## config.mk

```make
export PLATFORM = sky130hd
export DESIGN_NAME = lcd_row_driver
export DESIGN_NICKNAME = d
export VERILOG_FILES = /design/src/rtl/lcd_pkg.sv /design/src/rtl/lcd_nibble_tx.sv /design/src/rtl/lcd_row_driver.sv
export SDC_FILE = /design/constraint.sdc
export NUM_CORES = 1
export LEC_CHECK = 0
export CAP_MARGIN = 0
export CORE_UTILIZATION = 30
export CTS_BUF_LIST = sky130_fd_sc_hd__clkbuf_16
export DETAILED_ROUTE_END_ITERATION = 6
export HOLD_SLACK_MARGIN = 0.15
export PLACE_DENSITY_LB_ADDON = 0.3
export SKIP_LAST_GASP = 1
export SLEW_MARGIN = 20
export SYNTH_ARGS = -nofsm -noshare
export SYNTH_HDL_FRONTEND = slang
export SYNTH_SLANG_ARGS = --single-unit
```

## constraint.sdc

```tcl
create_clock -name clk -period 2.8 [get_ports clk]
set_input_delay 0.42 -clock clk [delete_from_list [all_inputs] [get_ports clk]]
set_output_delay 0.42 -clock clk [all_outputs]
set_load 0.02 [all_outputs]
```

## src/rtl/lcd_pkg.sv

```systemverilog
// Shared types, HD44780 command bytes and the microsecond-to-cycle helper
// used by the LCD row driver and its nibble transmitter.
package lcd_pkg;

  typedef enum logic [2:0] {
    PWR_WAIT,
    INIT_NIB,
    INIT_BYTE,
    SET_ADDR,
    SEND_CHAR,
    FRAME_END
  } state_t;

  typedef enum logic [2:0] {
    NIB_IDLE,
    NIB_SETUP,
    NIB_PULSE,
    NIB_HOLD,
    NIB_WAIT
  } nib_phase_t;

  localparam logic [7:0] FUNC_4BIT = 8'h28;
  localparam logic [7:0] ENTRY_INC = 8'h06;
  localparam logic [7:0] DISP_ON   = 8'h0C;
  localparam logic [7:0] CLEAR     = 8'h01;
  localparam logic [7:0] HOME      = 8'h02;
  localparam logic [7:0] ROW0_ADDR = 8'h80;
  localparam logic [7:0] ROW1_ADDR = 8'hC0;

  // 64-bit product keeps large clock rates from overflowing; only ever
  // evaluated on parameters, so the division never reaches hardware.
  function automatic int unsigned us_to_cyc(input int unsigned t_us,
                                            input int unsigned clk_hz);
    logic [63:0] prod;
    prod = (64'(t_us) * 64'(clk_hz)) / 64'd1_000_000;
    return prod[31:0];
  endfunction

  function automatic int unsigned max_u(input int unsigned x, input int unsigned y);
    return (x > y) ? x : y;
  endfunction

endpackage

```

## src/rtl/lcd_nibble_tx.sv

```systemverilog
// Sends one 4-bit nibble: setup, E pulse, hold, then a 1 us gap plus the
// caller-supplied post wait. busy covers the whole sequence.
module lcd_nibble_tx
  import lcd_pkg::*;
#(
  parameter int unsigned E_PULSE_CYC = 25,
  parameter int unsigned GAP_CYC     = 100,
  parameter int unsigned WW          = 24
) (
  input  logic          clk,
  input  logic          reset_n,
  input  logic          start,
  input  logic          rs,
  input  logic [3:0]    nibble,
  input  logic [WW-1:0] wait_cyc,
  output logic          busy,
  output logic          lcd_e,
  output logic          lcd_rs,
  output logic [3:0]    lcd_d
);

  localparam logic [WW-1:0] ONE        = WW'(1);
  localparam logic [WW-1:0] PULSE_LAST = WW'(E_PULSE_CYC - 1);
  localparam logic [WW-1:0] GAP_LAST   = WW'(GAP_CYC - 1);

  nib_phase_t    phase_reg, phase_next;
  logic [WW-1:0] cnt_reg, cnt_next;
  logic [WW-1:0] post_reg, post_next;
  logic          e_reg, e_next;
  logic          rs_reg, rs_next;
  logic [3:0]    d_reg, d_next;

  always_ff @(posedge clk or negedge reset_n) begin
    if (!reset_n) begin
      phase_reg <= NIB_IDLE;
      cnt_reg   <= '0;
      post_reg  <= '0;
      e_reg     <= 1'b0;
      rs_reg    <= 1'b0;
      d_reg     <= 4'h0;
    end else begin
      phase_reg <= phase_next;
      cnt_reg   <= cnt_next;
      post_reg  <= post_next;
      e_reg     <= e_next;
      rs_reg    <= rs_next;
      d_reg     <= d_next;
    end
  end

  always_comb begin
    phase_next = phase_reg;
    cnt_next   = cnt_reg;
    post_next  = post_reg;
    e_next     = e_reg;
    rs_next    = rs_reg;
    d_next     = d_reg;
    case (phase_reg)
      NIB_IDLE: begin
        if (start) begin
          phase_next = NIB_SETUP;
          cnt_next   = ONE;
          rs_next    = rs;
          d_next     = nibble;
          post_next  = wait_cyc;
        end
      end
      NIB_SETUP: begin
        if (cnt_reg == '0) begin
          phase_next = NIB_PULSE;
          cnt_next   = PULSE_LAST;
          e_next     = 1'b1;
        end else begin
          cnt_next = cnt_reg - ONE;
        end
      end
      NIB_PULSE: begin
        if (cnt_reg == '0) begin
          phase_next = NIB_HOLD;
          cnt_next   = ONE;
          e_next     = 1'b0;
        end else begin
          cnt_next = cnt_reg - ONE;
        end
      end
      NIB_HOLD: begin
        if (cnt_reg == '0) begin
          phase_next = NIB_WAIT;
          cnt_next   = post_reg + GAP_LAST;
        end else begin
          cnt_next = cnt_reg - ONE;
        end
      end
      NIB_WAIT: begin
        if (cnt_reg == '0) begin
          phase_next = NIB_IDLE;
        end else begin
          cnt_next = cnt_reg - ONE;
        end
      end
      default: phase_next = NIB_IDLE;
    endcase
  end

  assign busy   = (phase_reg != NIB_IDLE);
  assign lcd_e  = e_reg;
  assign lcd_rs = rs_reg;
  assign lcd_d  = d_reg;

endmodule

```

## src/rtl/lcd_row_driver.sv

```systemverilog
// HD44780 4-bit driver: power-up init, then endless refresh of two 16-char
// rows snapshotted at the start of every frame.
module lcd_row_driver
  import lcd_pkg::*;
#(
  parameter int unsigned CLK_HZ      = 100_000_000,
  parameter int unsigned T_PWR_US    = 20000,
  parameter int unsigned T_CMD_US    = 40,
  parameter int unsigned T_CLR_US    = 1640,
  parameter int unsigned E_PULSE_CYC = 25
) (
  input  logic         clk,
  input  logic         reset_n,
  input  logic [127:0] row_A,
  input  logic [127:0] row_B,
  output logic         LCD_E,
  output logic         LCD_RS,
  output logic         LCD_RW,
  output logic [3:0]   LCD_D,
  output logic         init_done,
  output logic         frame_done
);

  localparam int unsigned PWR_CYC    = us_to_cyc(T_PWR_US, CLK_HZ);
  localparam int unsigned CMD_CYC    = us_to_cyc(T_CMD_US, CLK_HZ);
  localparam int unsigned CLR_CYC    = us_to_cyc(T_CLR_US, CLK_HZ);
  localparam int unsigned GAP_CYC    = us_to_cyc(1, CLK_HZ);
  localparam int unsigned INIT0_CYC  = us_to_cyc(4100, CLK_HZ);
  localparam int unsigned INIT1_CYC  = us_to_cyc(100, CLK_HZ);
  localparam int unsigned INIT23_CYC = us_to_cyc(40, CLK_HZ);
  localparam int unsigned MAX_POST   = max_u(max_u(INIT0_CYC, INIT1_CYC),
                                             max_u(CLR_CYC, max_u(CMD_CYC, INIT23_CYC)));
  localparam int unsigned WW = $clog2(max_u(MAX_POST + GAP_CYC, E_PULSE_CYC) + 2);
  localparam int unsigned PW = $clog2(PWR_CYC + 2);

  state_t         state_reg, state_next;
  logic [PW-1:0]  pwr_cnt_reg, pwr_cnt_next;
  logic [2:0]     idx_reg, idx_next;
  logic           half_reg, half_next;
  logic [4:0]     ci_reg, ci_next;
  logic [127:0]   snap_a_reg, snap_a_next;
  logic [127:0]   snap_b_reg, snap_b_next;
  logic           init_done_reg, init_done_next;
  logic           frame_done_reg, frame_done_next;

  logic           start, nib_rs, busy, send_byte, tx_rs;
  logic [3:0]     nib_val;
  logic [WW-1:0]  nib_wait, init_nib_wait;
  logic [7:0]     tx_byte, init_byte, char_byte;
  logic [127:0]   row_sel;
  logic [6:0]     bit_lo;

  lcd_nibble_tx #(
    .E_PULSE_CYC (E_PULSE_CYC),
    .GAP_CYC     (GAP_CYC),
    .WW          (WW)
  ) u_tx (
    .clk      (clk),
    .reset_n  (reset_n),
    .start    (start),
    .rs       (nib_rs),
    .nibble   (nib_val),
    .wait_cyc (nib_wait),
    .busy     (busy),
    .lcd_e    (LCD_E),
    .lcd_rs   (LCD_RS),
    .lcd_d    (LCD_D)
  );

  always_ff @(posedge clk or negedge reset_n) begin
    if (!reset_n) begin
      state_reg      <= PWR_WAIT;
      pwr_cnt_reg    <= '0;
      idx_reg        <= '0;
      half_reg       <= 1'b0;
      ci_reg         <= '0;
      snap_a_reg     <= '0;
      snap_b_reg     <= '0;
      init_done_reg  <= 1'b0;
      frame_done_reg <= 1'b0;
    end else begin
      state_reg      <= state_next;
      pwr_cnt_reg    <= pwr_cnt_next;
      idx_reg        <= idx_next;
      half_reg       <= half_next;
      ci_reg         <= ci_next;
      snap_a_reg     <= snap_a_next;
      snap_b_reg     <= snap_b_next;
      init_done_reg  <= init_done_next;
      frame_done_reg <= frame_done_next;
    end
  end

  // Column c lives at bits [8*(15-c) +: 8]; 15-c is just ~c for 4 bits.
  always_comb begin
    row_sel   = ci_reg[4] ? snap_b_reg : snap_a_reg;
    bit_lo    = {~ci_reg[3:0], 3'b000};
    char_byte = row_sel[bit_lo +: 8];
    case (idx_reg[1:0])
      2'd0:    begin init_byte = FUNC_4BIT; init_nib_wait = WW'(INIT0_CYC);  end
      2'd1:    begin init_byte = ENTRY_INC; init_nib_wait = WW'(INIT1_CYC);  end
      2'd2:    begin init_byte = DISP_ON;   init_nib_wait = WW'(INIT23_CYC); end
      default: begin init_byte = CLEAR;     init_nib_wait = WW'(INIT23_CYC); end
    endcase
  end

  always_comb begin
    state_next      = state_reg;
    pwr_cnt_next    = pwr_cnt_reg;
    idx_next        = idx_reg;
    half_next       = half_reg;
    ci_next         = ci_reg;
    snap_a_next     = snap_a_reg;
    snap_b_next     = snap_b_reg;
    init_done_next  = init_done_reg;
    frame_done_next = 1'b0;
    start           = 1'b0;
    nib_rs          = 1'b0;
    nib_val         = 4'h0;
    nib_wait        = '0;
    send_byte       = 1'b0;
    tx_byte         = 8'h00;
    tx_rs           = 1'b0;

    case (state_reg)
      PWR_WAIT: begin
        if (32'(pwr_cnt_reg) + 32'd1 >= PWR_CYC) begin
          state_next   = INIT_NIB;
          pwr_cnt_next = '0;
        end else begin
          pwr_cnt_next = pwr_cnt_reg + PW'(1);
        end
      end
      INIT_NIB: begin
        if (!busy) begin
          start    = 1'b1;
          nib_val  = (idx_reg == 3'd3) ? 4'h2 : 4'h3;
          nib_wait = init_nib_wait;
          if (idx_reg == 3'd3) begin
            idx_next   = '0;
            state_next = INIT_BYTE;
          end else begin
            idx_next = idx_reg + 3'd1;
          end
        end
      end
      INIT_BYTE: begin
        // idx 4 means the clear command went out; wait for its delay to end.
        if (idx_reg == 3'd4) begin
          if (!busy) begin
            init_done_next = 1'b1;
            idx_next       = '0;
            state_next     = SET_ADDR;
          end
        end else begin
          send_byte = 1'b1;
          tx_byte   = init_byte;
        end
      end
      SET_ADDR: begin
        send_byte = 1'b1;
        tx_byte   = ci_reg[4] ? ROW1_ADDR : ROW0_ADDR;
      end
      SEND_CHAR: begin
        send_byte = 1'b1;
        tx_byte   = char_byte;
        tx_rs     = 1'b1;
      end
      FRAME_END: begin
        if (!busy) begin
          frame_done_next = 1'b1;
          state_next      = SET_ADDR;
        end
      end
      default: state_next = PWR_WAIT;
    endcase

    if (send_byte && !busy) begin
      start     = 1'b1;
      nib_rs    = tx_rs;
      nib_val   = half_reg ? tx_byte[3:0] : tx_byte[7:4];
      half_next = ~half_reg;
      if (half_reg) begin
        nib_wait = (!tx_rs && (tx_byte == CLEAR || tx_byte == HOME)) ? WW'(CLR_CYC) : WW'(CMD_CYC);
      end
      if (state_reg == SET_ADDR && ci_reg == 5'd0 && !half_reg) begin
        snap_a_next = row_A;
        snap_b_next = row_B;
      end
      if (half_reg) begin
        if (state_reg == INIT_BYTE) idx_next = idx_reg + 3'd1;
        if (state_reg == SET_ADDR) state_next = SEND_CHAR;
        if (state_reg == SEND_CHAR) begin
          ci_next = ci_reg + 5'd1;
          if (ci_reg == 5'd15)      state_next = SET_ADDR;
          else if (ci_reg == 5'd31) state_next = FRAME_END;
        end
      end
    end
  end

  assign LCD_RW     = 1'b0;
  assign init_done  = init_done_reg;
  assign frame_done = frame_done_reg;

endmodule
```

==> results of run 1 <==
[worst reg2reg max path, cell delays in order, from the launching register on]
cell       delay [ps]
dfrtp_1           350
ha_2              200
nand3_2            80
or4_4             550
buf_8             160
nor4b_4           320
o311ai_4          150
buf_4             180
o2bb2ai_2         140
a211oi_2          110
buf_4             180
a211o_1           260
[layer usage]
layer  share of wire  routed length (um)  GRT usage
met1            0.41               20300      0.224
met2            0.48               23900      0.298
met5          0.0027                 133          0
met4           0.038                1900     0.0783
met3           0.066                3280     0.0503
[metrics by stage]
step                worst slack (ps)  setup TNS [ps]  hold slack (ps)  utilization  instances
finish                          15.0               0              445        0.417       2312
global placement               -62.2           -81.7              454        0.385       2217
CTS                             14.5               0              454        0.407       2288
detailed placement             -62.1            -238              466        0.385       2217
floorplan                       92.2               0              124            -       1235
global route                   -61.3            -778              471        0.417       2308
[cell usage in the layout, fill, tap and decap left out, drive strengths merged, types with 11 or more instances in the layout]
cell type,count
o311ai,11
mux2,258
ha,14
xnor2,14
clkbuf,42
buf,137
inv,31
nor3,24
nand3,23
nor2,60
mux4,76
a31oi,11
dfrtp,329
a21oi,24
o21ai,52
o211ai,16
clkdlybuf4s50,264
nand2,89
[report_power, final]
part | switching, mW | total (mW) | internal [mW] | leakage [nW]
Clock | 1.97 | 4.58 | 2.61 | 0.594
Combinational | 0.178 | 0.505 | 0.327 | 4.67
Sequential | 0 | 4.76 | 4.76 | 4.58
[path summary, 6_finish.rpt]
path,start,cells after the start,end
setup reg to reg,pwr_cnt_reg[1]$_DFFE_PN0P_,11,state_reg[0]$_DFF_PN0_
hold / removal,reset_n,2,snap_b_reg[109]$_DFFE_PN0P_
setup / recovery,pwr_cnt_reg[1]$_DFFE_PN0P_,11,state_reg[0]$_DFF_PN0_
max in group asynchronous,reset_n,3,snap_a_reg[44]$_DFFE_PN0P_
min in group clk,row_B[102],2,snap_b_reg[102]$_DFFE_PN0P_
hold reg to reg,init_done$_DFFE_PN0P_,1,init_done$_DFFE_PN0P_
[area by class of cell]
cell class	count	area [sq um]
Sequential cell	329	8240
Clock buffer	41	1030
Clock inverter	24	100
Multi-Input combinational cell	804	7690
Tap cell	688	861
Timing Repair Buffer	403	4030
Inverter	19	71.3
Antenna cell	4	10.0
Fill cell	4959	30800
[what timing repair did]
action                                  4_1_cts  5_1_grt
hold buffers                                  1        0
endpoints found under the hold margin        67        0
gates cloned                                  0        2
pin swaps                                     0       28
endpoints found under the setup margin        8       31
resized for setup                             0       60
setup buffers                                 5       21
[cell families after synthesis]
logic type / count (synthesis)
mux: 340
flops: 329
simple gates: 264
compound gates: 166
buf+inv: 102
xor+xnor: 19
fa+ha+maj: 14
other cells: 1
==> results.sh, run 1 <==
export IMPL_status="complete, but fails checks"
export IMPL_violations="DRC"
export IMPL_worst_path_max_fanout=8
export IMPL_cp_required_ps=3240
export IMPL_cts_num_sinks=329
export IMPL_overflow=0
export IMPL_yosysTopAreaCell="dfrtp_1"
export IMPL_yosys_area_share_simple=0.0809
export IMPL_portBuffers=265
export IMPL_synth_async_reset_ratio=1.00
export IMPL_slew_headroom=0.564
export IMPL_postRouteAntennaNets=0
export IMPL_vias_per_cell=5.02
export IMPL_die_w_um=234
export IMPL_slowest_delay_ps=550
export IMPL_grt_max_degree=74
export IMPL_grt_pass1_wl_mm=74.3
export IMPL_ys_ff_latch=329
export IMPL_drive_gt1_frac=0.348
export IMPL_cts_max_level=2
export IMPL_dpl_instance_area_sq_mm=0.0204
export IMPL_cts_buffers_inserted=38
export IMPL_cp_slowest_cell="or4_4"
export IMPL_ys_seq_area_frac=0.511
export IMPL_clk_pin_slew_ps=60
export IMPL_hold_class="in2async"
export IMPL_syn_num_nets=1507
export IMPL_min_period_over_period=0.995
export IMPL_cts_tree="yes"
export IMPL_crit_chain="ha_2, nand3_2, or4_4, buf_8, nor4b_4, o311ai_4, buf_4, o2bb2ai_2, a211oi_2, buf_4, a211o_1"
export IMPL_critPathLaunchType="flip-flop"
export IMPL_core_area_sq_mm=0.0529
export IMPL_synth_compound_area_frac=0.0695
export IMPL_io_pin_count=267
export IMPL_vias=11600
export IMPL_synth_edf_count=0
export IMPL_synth_top_family_by_area="multiplexers"
export IMPL_drt_first_pass_iters=7
export IMPL_skew_ps=15.9
export IMPL_finalPower_mw=9.84
export IMPL_drcViolationCount=10
export IMPL_rrSetupSlack_ps=20
export IMPL_synth_mux_area_frac=0.290
export IMPL_grt_pass1_vias=12200
export IMPL_rsz0062_at_grt="true"
export IMPL_avgSynthCellArea_sq_um=13.1
export IMPL_drt_iter0_drc=768
export IMPL_cp_data_arrival_time_ps=3220
export IMPL_netlist_instances=1235
export IMPL_clkLatencyLatePin_ps=550
export IMPL_drv_cap=0
export IMPL_crit_top_cell="buf_4"
export IMPL_drt_total_wl_mm=49.4
export IMPL_gp_congestion=0.880
export IMPL_die_h_um=234
export IMPL_area_growth_pct=36.6
export IMPL_yosysMostFrequentCell="dfrtp_1"
export IMPL_nNetsFinal=1867
export IMPL_clockBufferDepth=3
export IMPL_hold_viol_final=0
export IMPL_ys_flop_type="dfrtp_1"
export IMPL_wl_per_cell_um=21.4
export IMPL_leakagePower_nw=9.85
export IMPL_fmax_ghz=0.359
export IMPL_ir_drop_uv=335
export IMPL_cp_top_family="simple AND/OR/NAND/NOR gates"
export IMPL_start_util=0.305
export IMPL_ys_warn_count=0
export IMPL_synth_commonest_cells="dfrtp_1, mux2_2, nand2_1"
export IMPL_clockRootBuffer="clkbuf_16"
export IMPL_yosys_cell_types_count=71
export IMPL_antenna_found_initial=12
export IMPL_std_cell_rows=84
export IMPL_path_buf_inv=3
export IMPL_synthXorXnorAreaFrac=0.0103
export IMPL_die_area_sq_mm=0.0547
export IMPL_p_per_area_mw_per_mm2=447
export IMPL_endpoint_kind="flip-flop"
export IMPL_drv_slew=0
export IMPL_synth_area_sq_mm=0.0161
export IMPL_yosys_area_share_adder=0.0109
export IMPL_worst_pin_slew_ps=654
export IMPL_worstSetupPathType="reg2reg"
export IMPL_yosys_area_top_type_share=0.511
export IMPL_fin_area_sq_mm=0.0220
export IMPL_setup_violations=0
export IMPL_synth_area_leaders="dfrtp_1, mux2_2, mux4_2"
export IMPL_grtUsageTotal=0.182
export IMPL_fin_crit_ps=2780
export IMPL_place_hpwl_mm=37.3
(Power assumes the default switching activity.)
==> inputs of run 2 (changes only) <==
--- a/config.mk
+++ b/config.mk
@@ -11,6 +11,7 @@
 export DETAILED_ROUTE_END_ITERATION = 6
 export HOLD_SLACK_MARGIN = 0.15
 export PLACE_DENSITY_LB_ADDON = 0.3
+export SETUP_SLACK_MARGIN = 0.02
 export SKIP_LAST_GASP = 1
 export SLEW_MARGIN = 20
 export SYNTH_ARGS = -nofsm -noshare
==> run 2 against run 1 <==
Compared with the run above:
- the run still ends with DRC left
- critical endpoint unchanged
- sequential power about the same
- core utilization rose by 0.076 points
- combinational power is essentially flat
- clock power barely moved
- sequential cell count did not move
- fmax grew 0.13%
- via count rose by 0.38%
- critical path depth did not move
- wire length up 0.13%
- highest routed layer unchanged
- sequential share of layout area is 0.068 points lower
- register-to-register slack about the same
- first-iteration DRC count down 1.8%
==> results.sh, run 2 (synthesis gave the netlist of run 1 again) <==
export IMPL_ir_drop_uv=334
export IMPL_clkLatencyLatePin_ps=550
export IMPL_intPower_mw=7.69
export IMPL_overflow=0
export IMPL_status="complete, but fails checks"
export IMPL_clockRootBuffer="clkbuf_16"
export IMPL_io_pin_count=267
export IMPL_dpl_worst_slack_ps=-62.1
export IMPL_slew_headroom=0.565
export IMPL_clockPowerShare=0.465
export IMPL_drt_total_wl_mm=49.5
export IMPL_fin_crit_ps=2780
export IMPL_cts_tree="yes"
export IMPL_drive_gt1_frac=0.350
export IMPL_setup_violations=0
export IMPL_fin_area_sq_mm=0.0221
export IMPL_area_growth_pct=36.9
export IMPL_clockBufferDepth=3
export IMPL_vias_per_cell=5.04
export IMPL_start_util=0.305
export IMPL_switchingPower_mw=2.15
export IMPL_worstSetupPathType="reg2reg"
export IMPL_min_period_over_period=0.993
export IMPL_drv_cap=0
export IMPL_wl_per_cell_um=21.4
export IMPL_antenna_found_initial=12
export IMPL_worst_pin_slew_ps=652
export IMPL_die_area_sq_mm=0.0547
export IMPL_grtUsageTotal=0.182
export IMPL_finalPower_mw=9.84
export IMPL_layout_commonest_cell="dfrtp_1"
export IMPL_grt_pass1_vias=12200
export IMPL_hold_viol_final=0
export IMPL_nNetsFinal=1870
export IMPL_drv_slew=0
export IMPL_cts_buffers_inserted=38
export IMPL_clk_pin_slew_ps=60
export IMPL_drt_first_pass_iters=7
export IMPL_cts_max_level=2
export IMPL_postRouteAntennaNets=0
export IMPL_critPathLaunchType="flip-flop"
export IMPL_n_fill_cell=4953
export IMPL_skew_ps=14.1
export IMPL_drcViolationCount=10
export IMPL_leakagePower_nw=9.87
export IMPL_portBuffers=265
export IMPL_seq_area_sq_mm=0.00824
export IMPL_combPwrFrac=0.051
export IMPL_cp_data_arrival_time_ps=3210
export IMPL_grt_max_degree=74
export IMPL_cp_required_ps=3230
export IMPL_endpoint_kind="flip-flop"
export IMPL_worst_path_max_fanout=8
export IMPL_grt_pass1_wl_mm=74.3
export IMPL_cts_num_sinks=329
export IMPL_fin_hold_ws_ps=455
export IMPL_die_w_um=234
export IMPL_hold_class="in2async"
export IMPL_dpl_instance_area_sq_mm=0.0204
export IMPL_core_area_sq_mm=0.0529
export IMPL_p_per_area_mw_per_mm2=446
export IMPL_power_frac_seq=0.483
export IMPL_gp_congestion=0.880
export IMPL_die_h_um=234
export IMPL_multi_input_area_sq_mm=0.00770
export IMPL_fin_ws_ps=18.5
export IMPL_vias=11700
export IMPL_fmax_ghz=0.360
export IMPL_final_cell_mix="dfrtp_1, clkdlybuf4s50_1, mux2_2, buf_4, nand2_1"
export IMPL_std_cell_rows=84
export IMPL_swShare=0.218
export IMPL_drt_iter0_drc=754
export IMPL_violations="DRC"
export IMPL_rsz0062_at_grt="true"
export IMPL_place_hpwl_mm=37.3
run 2: what timing repair did:
action	CTS	global route
hold buffers	1	0
gates resized for setup	2	65
pin swaps	0	27
gates cloned	0	2
hold endpoints to repair	67	0
buffers inserted	5	22
setup endpoints to repair	10	33
run 2: final timing paths:
path | start | end | slack [ps] | cells after the start
min | reset_n | snap_b_reg[109]$_DFFE_PN0P_ | 450 | 2
max | pwr_cnt_reg[1]$_DFFE_PN0P_ | state_reg[0]$_DFF_PN0_ | 20 | 11
min in group clk | row_B[102] | snap_b_reg[102]$_DFFE_PN0P_ | 480 | 2
max in group asynchronous | reset_n | snap_a_reg[37]$_DFFE_PN0P_ | 1390 | 3
max reg2reg | pwr_cnt_reg[1]$_DFFE_PN0P_ | state_reg[0]$_DFF_PN0_ | 20 | 11
min reg2reg | init_done$_DFFE_PN0P_ | init_done$_DFFE_PN0P_ | 490 | 1
run 2: power by group through the flow:
stage | registers (mW) | clock network [mW] | logic (mW)
finish | 4.76 | 4.58 | 0.506
CTS | 4.75 | 4.73 | 0.522
floorplan | 4.84 | 0 | 0.00525
global placement | 4.84 | 0 | 0.521
global route | 4.75 | 4.90 | 0.546
detailed placement | 4.84 | 0 | 0.518
run 2: cell type report:
cell class,instances,share of cell area
sequential,329,0.373
tap,688,0.0390
antenna,4,0.000454
timing repair buffer,406,0.184
inverter,19,0.00323
clock inverter,24,0.00454
multi-input combinational,804,0.349
clock buffer,41,0.0465
run 2: through the flow:
stage               TNS, ps  cells  utilization
floorplan                 0   1235            -
global placement      -81.7   2217        0.385
detailed placement     -238   2217        0.385
CTS                       0   2288        0.407
global route           -891   2311        0.417
finish                    0   2315        0.417
run 2: critical path: stages (launching register included):
cell and delay [ps]:
dfrtp_1 350, ha_2 200, nand3_2 80, or4_4 550, buf_8 160, nor4b_4 310
o311ai_4 150, buf_4 180, o2bb2ai_2 140, a211oi_2 110, buf_4 170, a211o_1 260
run 2: metal layers:
metal | track usage | vias to the layer above | wire, um
li1 | - | 5330 | -
met1 | 0.224 | 5874 | 20300
met2 | 0.298 | 333 | 24000
met3 | 0.0503 | 101 | 3270
met4 | 0.0783 | 20 | 1830
met5 | 0 | - | 133
